<file path="src/rtl/mmio_pkg.sv">
// Shared memory-map constants and the captured-store record for the MMIO bridge.
// The window constants are also used by the address decoder and the dram mapping.
package mmio_pkg;

  localparam logic [31:0] MMIO_WIN_BASE = 32'h0000_0400;
  localparam int          MMIO_WIN_BITS = 10;
  localparam int          MMIO_DEPTH    = 4;

  typedef struct packed {
    logic [MMIO_WIN_BITS-3:0] off;
    logic [31:0]              data;
  } mmio_req_t;

  // True when adr lies in the 2**bits byte window that starts at base.
  function automatic logic in_window(input logic [31:0] adr,
                                     input logic [31:0] base,
                                     input int unsigned bits);
    logic [31:0] diff;
    diff = (adr ^ base) >> bits;
    return (diff == 32'd0);
  endfunction

endpackage

</file>
<file path="src/rtl/sync_fifo.sv">
// Generic synchronous FIFO with first-word-fall-through read port.
// A push while full is accepted when a pop happens in the same cycle.
module sync_fifo #(
  parameter int WIDTH = 32,
  parameter int DEPTH = 4
) (
  input  logic                   clk_i,
  input  logic                   rst_ni,
  input  logic                   push_i,
  input  logic [WIDTH-1:0]       data_i,
  input  logic                   pop_i,
  output logic [WIDTH-1:0]       data_o,
  output logic                   full_o,
  output logic                   empty_o,
  output logic [$clog2(DEPTH):0] count_o
);

  localparam int AW = $clog2(DEPTH);

  logic [WIDTH-1:0] mem_q [DEPTH];
  logic [AW-1:0]    wr_ptr_q, wr_ptr_d;
  logic [AW-1:0]    rd_ptr_q, rd_ptr_d;
  logic [AW:0]      count_q, count_d;
  logic             do_push, do_pop;

  assign full_o  = (count_q == (AW+1)'(DEPTH));
  assign empty_o = (count_q == '0);
  assign count_o = count_q;
  assign data_o  = mem_q[rd_ptr_q];

  assign do_pop  = pop_i && !empty_o;
  assign do_push = push_i && (!full_o || do_pop);

  // DEPTH is a power of two, so pointer overflow is the modulo wrap.
  always_comb begin
    wr_ptr_d = wr_ptr_q;
    rd_ptr_d = rd_ptr_q;
    count_d  = count_q;
    if (do_push) begin
      wr_ptr_d = wr_ptr_q + AW'(1);
    end
    if (do_pop) begin
      rd_ptr_d = rd_ptr_q + AW'(1);
    end
    unique case ({do_push, do_pop})
      2'b10:   count_d = count_q + (AW+1)'(1);
      2'b01:   count_d = count_q - (AW+1)'(1);
      default: count_d = count_q;
    endcase
  end

  always_ff @(posedge clk_i or negedge rst_ni) begin
    if (!rst_ni) begin
      wr_ptr_q <= '0;
      rd_ptr_q <= '0;
      count_q  <= '0;
    end else begin
      wr_ptr_q <= wr_ptr_d;
      rd_ptr_q <= rd_ptr_d;
      count_q  <= count_d;
    end
  end

  // Storage is cleared on reset so the head reads zero out of reset.
  always_ff @(posedge clk_i or negedge rst_ni) begin
    if (!rst_ni) begin
      for (int i = 0; i < DEPTH; i++) begin
        mem_q[i] <= '0;
      end
    end else if (do_push) begin
      mem_q[wr_ptr_q] <= data_i;
    end
  end

endmodule

</file>
<file path="src/rtl/mmio_store_bridge.sv">
// Captures core stores that hit the peripheral window and drains them in order over valid/ready.
// Store visible on the output one edge after capture; full FIFO with no pop drops the store.
module mmio_store_bridge
  import mmio_pkg::*;
#(
  parameter logic [31:0] WIN_BASE = MMIO_WIN_BASE,
  parameter int          WIN_BITS = MMIO_WIN_BITS,
  parameter int          DEPTH    = MMIO_DEPTH
) (
  input  logic                   clk,
  input  logic                   reset,
  input  logic                   MemWrite,
  input  logic [31:0]            DataAdr,
  input  logic [31:0]            WriteData,
  output logic                   out_valid,
  input  logic                   out_ready,
  output logic [WIN_BITS-3:0]    out_off,
  output logic [31:0]            out_data,
  output logic                   full,
  output logic [$clog2(DEPTH):0] count,
  output logic                   overflow,
  output logic                   misalign,
  output logic [7:0]             drop_cnt,
  input  logic                   clr_flags
);

  // The packed record carries the package window width; keep WIN_BITS in step with it.
  mmio_req_t in_req, head_req;
  logic      hit, aligned, push, pop, drop, empty;
  logic      overflow_q, overflow_d;
  logic      misalign_q, misalign_d;
  logic [7:0] drop_cnt_q, drop_cnt_d;

  assign hit     = MemWrite && in_window(DataAdr, WIN_BASE, WIN_BITS);
  assign aligned = (DataAdr[1:0] == 2'b00);
  assign pop     = out_valid && out_ready;
  assign push    = hit && aligned && (!full || pop);
  assign drop    = hit && aligned && full && !pop;

  assign in_req.off  = DataAdr[WIN_BITS-1:2];
  assign in_req.data = WriteData;

  sync_fifo #(
    .WIDTH ($bits(mmio_req_t)),
    .DEPTH (DEPTH)
  ) u_fifo (
    .clk_i   (clk),
    .rst_ni  (reset),
    .push_i  (push),
    .data_i  (in_req),
    .pop_i   (pop),
    .data_o  (head_req),
    .full_o  (full),
    .empty_o (empty),
    .count_o (count)
  );

  assign out_valid = !empty;
  assign out_off   = head_req.off;
  assign out_data  = head_req.data;

  // A clear in the same cycle as a new error wins, so software never loses a clear.
  always_comb begin
    overflow_d = overflow_q;
    misalign_d = misalign_q;
    drop_cnt_d = drop_cnt_q;
    if (clr_flags) begin
      overflow_d = 1'b0;
      misalign_d = 1'b0;
      drop_cnt_d = 8'd0;
    end else begin
      if (drop) begin
        overflow_d = 1'b1;
        if (drop_cnt_q != 8'hFF) begin
          drop_cnt_d = drop_cnt_q + 8'd1;
        end
      end
      if (hit && !aligned) begin
        misalign_d = 1'b1;
      end
    end
  end

  always_ff @(posedge clk or negedge reset) begin
    if (!reset) begin
      overflow_q <= 1'b0;
      misalign_q <= 1'b0;
      drop_cnt_q <= 8'd0;
    end else begin
      overflow_q <= overflow_d;
      misalign_q <= misalign_d;
      drop_cnt_q <= drop_cnt_d;
    end
  end

  assign overflow = overflow_q;
  assign misalign = misalign_q;
  assign drop_cnt = drop_cnt_q;

endmodule
</file>
<file path="config.mk">
export PLATFORM = sky130hd
export DESIGN_NAME = mmio_store_bridge
export DESIGN_NICKNAME = d
export VERILOG_FILES = /design/src/rtl/mmio_pkg.sv /design/src/rtl/sync_fifo.sv /design/src/rtl/mmio_store_bridge.sv
export SDC_FILE = /design/constraint.sdc
export NUM_CORES = 1
export LEC_CHECK = 0
export BUFFER_PORTS_ARGS = -buffer_cell sky130_fd_sc_hd__buf_4
export CAP_MARGIN = 5
export CELL_PAD_IN_SITES_DETAIL_PLACEMENT = 0
export CELL_PAD_IN_SITES_GLOBAL_PLACEMENT = 1
export CORE_ASPECT_RATIO = 0.7
export CORE_MARGIN = 2
export CORE_UTILIZATION = 43
export DETAILED_ROUTE_END_ITERATION = 8
export HOLD_SLACK_MARGIN = 0.12
export PLACE_DENSITY_LB_ADDON = 0.08
export RECOVER_POWER = 25
export SLEW_MARGIN = 20
export SYNTH_ARGS = -nofsm -noshare
export SYNTH_HDL_FRONTEND = slang
export SYNTH_SLANG_ARGS = --single-unit
</file>
<file path="constraint.sdc">
create_clock -name clk -period 2.4 [get_ports clk]
set_input_delay 0 -clock clk [delete_from_list [all_inputs] [get_ports clk]]
set_output_delay 0 -clock clk [all_outputs]
set_load 0.03 [all_outputs]
</file>
==> summary.txt <==
status: finished, final reports clean
top post-synthesis cells by count: dfrtp_1, mux2_2, mux2_4, mux4_2, buf_6
grt ovf: 0
Die Y: 120 um
CP cell instances: or4b_4 -> nand2_1 -> nor3_2 -> inv_1 -> ha_2 -> inv_1 -> fa_1 -> xor2_1 -> nor2_1 -> xor2_1
DR vias/cell: 5.24
cell taking the most area after synthesis: dfrtp_1
Setup Total Neg Slack: 0 ps
Worst Path Max Fanout: 6
final hold vios: 0
Main synth FF type: dfrtp_1
post-CTS setup buffer count: 0
# H-tree levels: 4
combined area of the multi-input logic cells: 3590 um^2
final worst slack: 105 ps
Tmin final: 2290 ps
Cell Count Post-Placement: 854
Post-layout nets: 768
Synth area leaders: dfrtp_1, mux2_2, mux4_2
routability cong.: 0.738
Worst EP arrival: 2640 ps
row count: 42
Storage cell area: 4440 um^2
worst hold-check path type: in -> reg
Synth Warn #: 0
relative slew slack: 33.3%
pre-CTS setup slack: 104 ps
Crit. End Element: register
Antenna Cells: 0
Peak supply drop: 404 uV
I/O Pins: 124
Core Region: 18900 um^2
pin count of the biggest net entering global routing: 80
Tightest Pin Transition: 1000 ps
max cap viols: 0
r2r worst-path depth: 10
CP Launch Type: register
mean post-synth cell area: 16.6 um^2
Via Count: 4959
initial DRC count: 225
final worst-path cycle share: 95.6%
skew final: 13.4 ps
fill cell count: 1509
ys async rst share: 100%
CP required: 2750 ps
Yosys reg bits: 177
kind of critical path: reg -> reg
first-pass GRT wire length: 29300 um
clk slew on worst S/H paths: 60 ps
P&R area growth vs syn: 29.6%
initial antenna violation count: 0
global routing met3 resource utilization: 4.55%
Remaining DRCs: 0
number of global-route vias before repair: 5425
Skew-Pair Late Insertion Delay: 420 ps
number of synthesized flops with an enable pin: 0
most frequent cell after synthesis: dfrtp_1
port buffer count: 123
All-Layer GR Usage: 18.7%
gr busiest metal: met2
Slew Viols, Final: 0
final wirelength: 18000 um
synthesized area: 8260 um^2
Synth top area share: 53.6%
leakage: 0.00514 uW
Seq/Total Area, Yosys: 53.6%
Hold Path Depth: 6
Pwr Density: 669 nW/um^2
Clock Sinks: 177
root buf cell: clkbuf_16
Initial Util: 43.8%
final design area excluding fillers: 10700 um^2
First-pass DRT Iterations: 4
Post-Layout Cell Count: 946
Synthesized Nets: 574
Die Area: 20400 um^2
fmax: 0.436 GHz
Syn Inst Count: 498
Max clock buf depth: 2
unique cell type count in the Yosys netlist: 45
GR Layer Usage met2: 30.2%
Min Hold Slack: 109 ps
TritonCTS clock tree: done
WL/cell: 19.0 um
DIE WIDTH: 170 um
CP max stage delay: 560 ps
Antenna Nets Post-Route: 0
Num CTS Buffers: 17
hpwl dp: 11400 um
share of layout cells above drive strength 1: 54.1%
slowest CP cell: or4b_4
Post-DP Area: 9530 um^2
RSZ-0062 raised after global routing: no
met1 usage: 25.6%
setup violators final: 0
power by group:
group / total, uW / leakage (uW) / internal (uW) / switching [uW]
logic: 1160 / 0.00240 / 583 / 576
registers: 3220 / 0.00245 / 3040 / 179
clock network: 2790 / 0.000279 / 1620 / 1170
total: 7170 / 0.00514 / 5250 / 1920
area by class of cell:
class / count / area share [%]
multi-input cells: 285 / 33.6
repair buffers: 204 / 16.4
clock inverters: 10 / 1.17
inverters: 7 / 0.245
well taps: 242 / 2.83
flip-flops and latches: 177 / 41.4
clock buffers: 21 / 4.39
path summary, 6_finish.rpt:
check / start / to / slack (ps)
setup / recovery: u_fifo.count_o[0] / u_fifo.count_o[2] / 110
hold / removal: DataAdr[22] / u_fifo.wr_ptr_q[0] / 110
setup reg to reg: u_fifo.count_o[0] / u_fifo.count_o[2] / 110
hold reg to reg: misalign / misalign / 490
max in group asynchronous: reset / u_fifo.count_o[0] / 390
min in group asynchronous: reset / u_fifo.mem_q[126] / 620
layout by cell type, fill, tap and decap left out, types with 5 or more instances in the layout:
master / n
mux2_4: 43
dfrtp_1: 173
clkbuf_1: 15
clkbuf_16: 17
buf_12: 9
mux4_2: 40
dlygate4sd3_1: 61
nand3_1: 5
ha_1: 5
mux2_2: 120
buf_4: 116
inv_1: 7
nor2_1: 6
state kept, by name (all words and copies together) (netlist names):
name             cells
u_fifo.mem_q       160
drop_cnt             8
u_fifo.count_o       3
u_fifo.rd_ptr_q      2
u_fifo.wr_ptr_q      2
misalign             1
overflow             1
metal layers:
metal	vias up	part of all wire, %
li1	2258	-
met1	2615	47
met2	73	49
met3	13	3.5
met4	0	0.77
met5	-	0
critical path, delay by kind of cell, from the launching register on:
kind	cells	cell delay [ps]
xor+xnor	2	300
fa+ha+maj	2	550
simple gates	4	820
buf+inv	2	100
flops	1	450
metrics by stage:
| step | utilization (%) | total power (uW) |
|---|---|---|
| floorplan | - | 3900 |
| global placement | 50.5 | 4400 |
| detailed placement | 50.5 | 4400 |
| CTS | 57.0 | 7300 |
| global route | 56.8 | 7490 |
| finish | 56.8 | 7170 |
cells by family (layout without fill, tap and decap cells):
| group | after synthesis | count (layout) | synth area share (%) |
|---|---|---|---|
| buffers and inverters | 36 | 242 | 3.15 |
| and+or+nand+nor | 50 | 50 | 4.74 |
| adders and majority gates | 7 | 7 | 1.15 |
| muxes | 204 | 204 | 35.2 |
| AOI/OAI and AO/OA | 18 | 18 | 1.51 |
| xor gates and xnor gates | 6 | 6 | 0.636 |
| DFF | 177 | 177 | 53.6 |
timing repair:
action | in CTS | in global routing
hold endpoints to repair | 350 | 0
setup endpoints to repair | 0 | 44
resized for setup | 0 | 5
hold buffers | 62 | 0
Power figures use the tool's default switching activity.
